## src/rtl/lif_timestep_scheduler.sv

```systemverilog
// -----------------------------------------------------------------------------
// neuron_pkg + lif_timestep_scheduler
//
// Time-multiplexed leaky integrate-and-fire (LIF) neuron array. Each timestep
// runs in two phases:
//   1. ACCUM  - synaptic events are integrated into the per-neuron membranes
//               (saturating add, one event per cycle) until an event with
//               ev_last is accepted.
//   2. UPDATE - neurons are swept in index order, one per cycle. Each neuron
//               is leaked, compared against the latched threshold, and either
//               fires (membrane returns to RESET_VAL) or keeps the leaked value.
// A single DONE cycle then pulses step_done before the block returns to IDLE.
//
// Ports
//   clk, rst_n              clock, asynchronous active-low reset
//   step_start              request a new timestep (honoured only in IDLE)
//   threshold, leak_factor  timestep parameters, latched on step_start
//   ev_valid/ev_ready       synaptic event handshake
//   ev_idx, ev_weight       event target neuron and unsigned weight
//   ev_last                 final event of the timestep
//   spike_valid, spike_idx  registered spike output
//   spike_count             spikes emitted in the current/last timestep
//   busy                    high whenever not IDLE
//   step_done               one-cycle end-of-timestep pulse
//   dbg_idx, dbg_membrane   combinational membrane read port
// -----------------------------------------------------------------------------

package neuron_pkg;
    typedef logic [31:0] membrane_t;
    typedef logic [31:0] weight_t;
    typedef logic [7:0]  leak_t;

    localparam membrane_t RESET_VAL = '0;
endpackage

module lif_timestep_scheduler
    import neuron_pkg::*;
#(
    parameter int NUM_NEURONS = 16,
    parameter int IDX_W       = $clog2(NUM_NEURONS)
) (
    input  logic             clk,
    input  logic             rst_n,
    input  logic             step_start,
    input  logic [31:0]      threshold,
    input  logic [7:0]       leak_factor,
    input  logic             ev_valid,
    output logic             ev_ready,
    input  logic [IDX_W-1:0] ev_idx,
    input  logic [31:0]      ev_weight,
    input  logic             ev_last,
    output logic             spike_valid,
    output logic [IDX_W-1:0] spike_idx,
    output logic [15:0]      spike_count,
    output logic             busy,
    output logic             step_done,
    input  logic [IDX_W-1:0] dbg_idx,
    output logic [31:0]      dbg_membrane
);

    typedef enum logic [1:0] {
        IDLE   = 2'd0,
        ACCUM  = 2'd1,
        UPDATE = 2'd2,
        DONE   = 2'd3
    } state_t;

    localparam logic [IDX_W-1:0] LAST_K = IDX_W'(NUM_NEURONS - 1);

    // Saturating unsigned add: any carry out pins the membrane at all-ones.
    function automatic membrane_t sat_add(input membrane_t a, input weight_t b);
        logic [32:0] sum;
        sum = {1'b0, a} + {1'b0, b};
        return sum[32] ? '1 : sum[31:0];
    endfunction

    // Leak: v - ((v * lf) >> 8) with a full 40-bit product. Since lf <= 255
    // the subtracted term is always below v, so no underflow is possible.
    function automatic membrane_t apply_leak(input membrane_t v, input leak_t lf);
        logic [39:0] prod;
        prod = {8'd0, v} * {32'd0, lf};
        return v - prod[39:8];
    endfunction

    state_t            state;
    state_t            state_next;
    membrane_t         membrane [NUM_NEURONS];
    membrane_t         thr_q;
    leak_t             leak_q;
    logic [IDX_W-1:0]  k;

    logic              ev_accept;
    logic              ev_in_range;
    membrane_t         leaked_p0;
    logic              fire_p0;

    // -------------------------------------------------------------------------
    // FSM: state register
    // -------------------------------------------------------------------------
    always_ff @(posedge clk or negedge rst_n) begin
        if (!rst_n) begin
            state <= IDLE;
        end else begin
            state <= state_next;
        end
    end

    // -------------------------------------------------------------------------
    // FSM: next-state logic
    // -------------------------------------------------------------------------
    always_comb begin
        state_next = state;
        case (state)
            IDLE:    if (step_start)           state_next = ACCUM;
            ACCUM:   if (ev_accept && ev_last) state_next = UPDATE;
            UPDATE:  if (k == LAST_K)          state_next = DONE;
            DONE:                              state_next = IDLE;
            default:                           state_next = IDLE;
        endcase
    end

    // -------------------------------------------------------------------------
    // FSM: output decode
    // -------------------------------------------------------------------------
    always_comb begin
        ev_ready  = 1'b0;
        busy      = 1'b0;
        step_done = 1'b0;
        case (state)
            IDLE:    ;
            ACCUM:   begin ev_ready = 1'b1; busy = 1'b1; end
            UPDATE:  busy = 1'b1;
            DONE:    begin busy = 1'b1; step_done = 1'b1; end
            default: ;
        endcase
    end

    assign ev_accept   = ev_valid && ev_ready;
    // Out-of-range targets are swallowed; ev_last on them still ends ACCUM.
    assign ev_in_range = (32'(ev_idx) < NUM_NEURONS);

    // -------------------------------------------------------------------------
    // Stage p0: leak + threshold evaluation of neuron k (combinational)
    // -------------------------------------------------------------------------
    always_comb begin
        leaked_p0 = apply_leak(membrane[k], leak_q);
        fire_p0   = (leaked_p0 >= thr_q);
    end

    // -------------------------------------------------------------------------
    // Stage p1: membrane write-back and registered spike output
    // -------------------------------------------------------------------------
    always_ff @(posedge clk or negedge rst_n) begin
        if (!rst_n) begin
            for (int i = 0; i < NUM_NEURONS; i++) begin
                membrane[i] <= RESET_VAL;
            end
            thr_q       <= '0;
            leak_q      <= '0;
            k           <= '0;
            spike_valid <= 1'b0;
            spike_idx   <= '0;
            spike_count <= '0;
        end else begin
            spike_valid <= 1'b0;
            case (state)
                IDLE: begin
                    k <= '0;
                    if (step_start) begin
                        thr_q       <= threshold;
                        leak_q      <= leak_factor;
                        spike_count <= '0;
                    end
                end
                ACCUM: begin
                    k <= '0;
                    if (ev_accept && ev_in_range) begin
                        membrane[ev_idx] <= sat_add(membrane[ev_idx], ev_weight);
                    end
                end
                UPDATE: begin
                    if (fire_p0) begin
                        membrane[k] <= RESET_VAL;
                        spike_valid <= 1'b1;
                        spike_idx   <= k;
                        if (spike_count != 16'hFFFF) begin
                            spike_count <= spike_count + 16'd1;
                        end
                    end else begin
                        membrane[k] <= leaked_p0;
                    end
                    k <= k + 1'b1;
                end
                default: k <= '0;
            endcase
        end
    end

    // Combinational debug read; indices past the array read as zero.
    always_comb begin
        dbg_membrane = '0;
        if (32'(dbg_idx) < NUM_NEURONS) begin
            dbg_membrane = membrane[dbg_idx];
        end
    end

endmodule

```

## config.mk

```make
export PLATFORM = sky130hd
export DESIGN_NAME = lif_timestep_scheduler
export DESIGN_NICKNAME = d
export VERILOG_FILES = /design/src/rtl/lif_timestep_scheduler.sv
export SDC_FILE = /design/constraint.sdc
export NUM_CORES = 2
export LEC_CHECK = 0
export ABC_CLOCK_PERIOD_IN_PS = 12400
export CAP_MARGIN = 20
export CORE_UTILIZATION = 31
export DETAILED_ROUTE_END_ITERATION = 16
export SKIP_LAST_GASP = 1
export SLEW_MARGIN = 20
export SYNTH_ARGS = -nofsm -noshare
export SYNTH_HDL_FRONTEND = slang
export SYNTH_SLANG_ARGS = --single-unit
export TNS_END_PERCENT = 5
```

## constraint.sdc

```tcl
create_clock -name clk -period 12.4 [get_ports clk]
set_input_delay 2.48 -clock clk [delete_from_list [all_inputs] [get_ports clk]]
set_output_delay 2.48 -clock clk [all_outputs]
set_load 0.1 [all_outputs]
```

==> run_results.csv <==
group,metric,value,unit
routing,drtIter0Drc,6175,
synth,seq_area_frac_synth,29.4,%
die,io_pins,141,
die,die_h,401,um
die,initial_utilization,31.4,%
placement,placed_cells,6627,
routing,vias,44000,
die,die_x,401,um
placement,place.gp.congestion,0.960,
grt,grt_max_degree,147,
sta,worstMarginPinSlew,1.29,ns
synth,synth_area,49300,um^2
clock_tree,htreeDepth,3,
clock_tree,root_buffer,"clkbuf_16",
synth,synthCells,4563,
grt,grt_pass1_vias,43700,
clock_tree,clkLatencyLatePin,0.71,ns
routing,antenna_left,0,
clock_tree,cts_sinks,579,
critical_path,crit_required,13.00,ns
grt,gr-total-overflow,0,
sta,hold_viol,0,
layout,seq_area,14500,um^2
critical_path,slowest_stage,"mux4_2",
sta,max_freq,82.8,MHz
critical_path,cp_common_cell,"fa_1",
critical_path,path_class,"reg2reg",
die,die_area,161000,um^2
grt,grt_pass1_wl,307000,um
layout,multi_input_area,32400,um^2
die,core_region_area,157000,um^2
routing,vias_per_cell,6.51,
sta,slew_headroom,13.4,%
synth,synth_cell_types,86,
clock_tree,clk_pin_slew_worst_paths,0.06,ns
layout,drive_above_1_share,21.6,%
sta,min_period,12.08,ns
placement,io_buffers,140,
grt,grt_use_total,25.8,%
sta,rsz0062_at_grt,"true",
sta,fin_worst_skew,0.0490,ns
critical_path,cp-start-kind,"flip-flop",
critical_path,crit_path_max_incr_delay,0.66,ns
layout,syn2layout_area_growth,14.8,%
critical_path,crit_fanout,38,
layout,nets,5069,
clock_tree,cts_buffers,70,
synth,synth_ff_type,"dfrtp_1",
sta,setup_violations,0,
synth,synth_fp_nets,4991,
sta,final_max_slew_viol_count,0,
run,drv_cap,0,
layout,fill_cells,15300,
critical_path,endpoint_kind,"flip-flop",
clock_tree,cts_buffer_depth,3,
min_path,hold_class,"reg2reg",
routing,dr.pass1.iters,6,
placement,hpwl,146000,um
critical_path,arrival,12.67,ns
synth,ys_ff_latch,579,
grt,antenna_found_initial,19,
synth,yosys_warnings,0,
outcome,status,"finished, final reports clean",
clock_tree,cts_tree,"done",
synth,synth_edf_count,0,
routing,wl_per_cell,31.2,um
die,rows,145,
layout,finalNonFillerCells,6758,
routing,drc,0,
synth,async_flop_share,100,%
sta,min_period_over_period,97.4,%
routing,drt_wl_total,211000,um
synth,avgSynthCellArea,10.8,um^2
[through the flow]
step                      area, um^2  setup TNS, ns  setup WS, ns  utilization (%)  hold slack [ns]
final                          56600              0         0.321             36.1            0.490
after floorplan                49300              0         0.533                -            0.467
after global placement         54100              0         0.370             34.5            0.473
after detailed placement       54100              0         0.187             34.5            0.481
after global routing           56600         -0.372       -0.0459             36.0            0.506
after CTS                      56500              0         0.116             36.0            0.495
[critical path: cells and delay by family, from the launching register on]
| kind | cells | cell delay (ns) |
|---|---|---|
| mux | 2 | 1.20 |
| xor+xnor | 3 | 0.55 |
| buf+inv | 7 | 1.30 |
| compound gates | 17 | 3.77 |
| simple gates | 6 | 1.72 |
| fa+ha+maj | 7 | 2.89 |
| flops | 1 | 0.47 |
[repair_timing]
action,CTS,global route
gates resized for setup,0,20
setup buffers,0,0
hold buffers,0,0
setup endpoints to repair,0,293
[routing by layer]
metal,vias up,GRT usage (%),part of all wire [%]
met3,798,8.73,13
met4,26,15.3,6.9
met5,-,0,0.071
li1,17500,-,-
met2,3167,39.0,44
met1,22500,31.9,36
[kinds of logic (layout without fill, tap and decap cells)]
kind of cell	Yosys count	after routing	synth area share, %
adders and majority gates	343	343	11.5
AOI/OAI and AO/OA	1233	1233	18.3
xor gates and xnor gates	97	97	1.74
muxes	535	535	23.0
DFF	579	579	29.4
and+or+nand+nor	1137	1137	10.8
other	0	6	0
buffers and inverters	639	770	5.34
[sequential cells by signal (all words and copies together), names as in the netlist]
register / count
membrane: 512
state: 2
spike_idx: 4
leak_q: 8
spike_valid: 1
k: 4
spike_count: 16
thr_q: 32
[cells in the mapped netlist (all sizes together) (6+ instances only)]
| master | number | area, um^2 |
|---|---|---|
| a211oi | 8 | 60.1 |
| a21o | 82 | 616 |
| a21oi | 188 | 948 |
| a221o | 6 | 60.1 |
| a222oi | 9 | 90.1 |
| a22o | 69 | 604 |
| a22oi | 219 | 1640 |
| a31oi | 18 | 119 |
| and2 | 182 | 1140 |
| and3 | 12 | 75.1 |
| and4 | 6 | 52.6 |
| buf | 153 | 808 |
| clkbuf | 236 | 886 |
| dfrtp | 579 | 14500 |
| fa | 181 | 3620 |
| ha | 162 | 2030 |
| inv | 250 | 938 |
| mux2 | 46 | 518 |
| mux2i | 16 | 160 |
| mux4 | 473 | 10700 |
| nand2 | 493 | 1850 |
| nand2b | 22 | 138 |
| nand3 | 37 | 190 |
| nand4 | 17 | 106 |
| nor2 | 246 | 998 |
| nor2b | 24 | 150 |
| nor3 | 32 | 176 |
| nor4 | 7 | 43.8 |
| o211ai | 9 | 67.6 |
| o21a | 19 | 143 |
| o21ai | 212 | 1110 |
| o21bai | 18 | 135 |
| o221ai | 269 | 2410 |
| o22a | 7 | 61.3 |
| o2bb2ai | 29 | 254 |
| o31ai | 13 | 103 |
| o32a | 14 | 140 |
| or2 | 21 | 131 |
| or3 | 25 | 156 |
| xnor2 | 55 | 489 |
| xor2 | 42 | 368 |
[worst paths after layout]
| check | startpoint | to | slack [ns] | cells past startpoint |
|---|---|---|---|---|
| setup / recovery | k[0]$_DFF_PN0_ | membrane[236]$_DFFE_PN0P_ | 0.32 | 42 |
| hold / removal | spike_idx[0]$_DFFE_PN0P_ | spike_idx[0]$_DFFE_PN0P_ | 0.49 | 2 |
| setup reg to reg | k[0]$_DFF_PN0_ | membrane[236]$_DFFE_PN0P_ | 0.32 | 42 |
| hold reg to reg | spike_idx[0]$_DFFE_PN0P_ | spike_idx[0]$_DFFE_PN0P_ | 0.49 | 2 |
| max in group asynchronous | rst_n | membrane[419]$_DFFE_PN0P_ | 8.42 | 3 |
| min in group asynchronous | rst_n | membrane[364]$_DFFE_PN0P_ | 1.84 | 1 |
[final cells by class]
class / count / share of cell area [%]
well taps: 2058 / 4.55
repair buffers: 395 / 6.79
diodes: 6 / 0.0265
clock buffers: 95 / 3.53
clock inverters: 30 / 0.648
multi-input cells: 3345 / 57.2
flip-flops and latches: 579 / 25.6
inverters: 250 / 1.66
[placed cells by master, fill, tap and decap left out, types with 18 or more instances in the layout]
cell type / count
dfrtp_1: 575
nand2_1: 488
mux4_2: 473
o221ai_1: 261
inv_1: 248
nor2_1: 221
a22oi_1: 219
buf_4: 214
a21oi_1: 186
and2_1: 182
fa_1: 181
o21ai_0: 163
ha_1: 161
clkdlybuf4s50_1: 131
a21o_1: 82
clkbuf_16: 72
a22o_1: 69
xnor2_1: 54
mux2_2: 46
buf_12: 42
xor2_1: 41
nand3_1: 35
o21ai_1: 31
nor3_1: 29
o2bb2ai_1: 29
or3_1: 25
nor2b_1: 24
nand2b_1: 22
or2_2: 19
o21a_1: 18
Power is not shown: default switching activity piles up to over one toggle a cycle in this logic, so the estimate is an artifact.
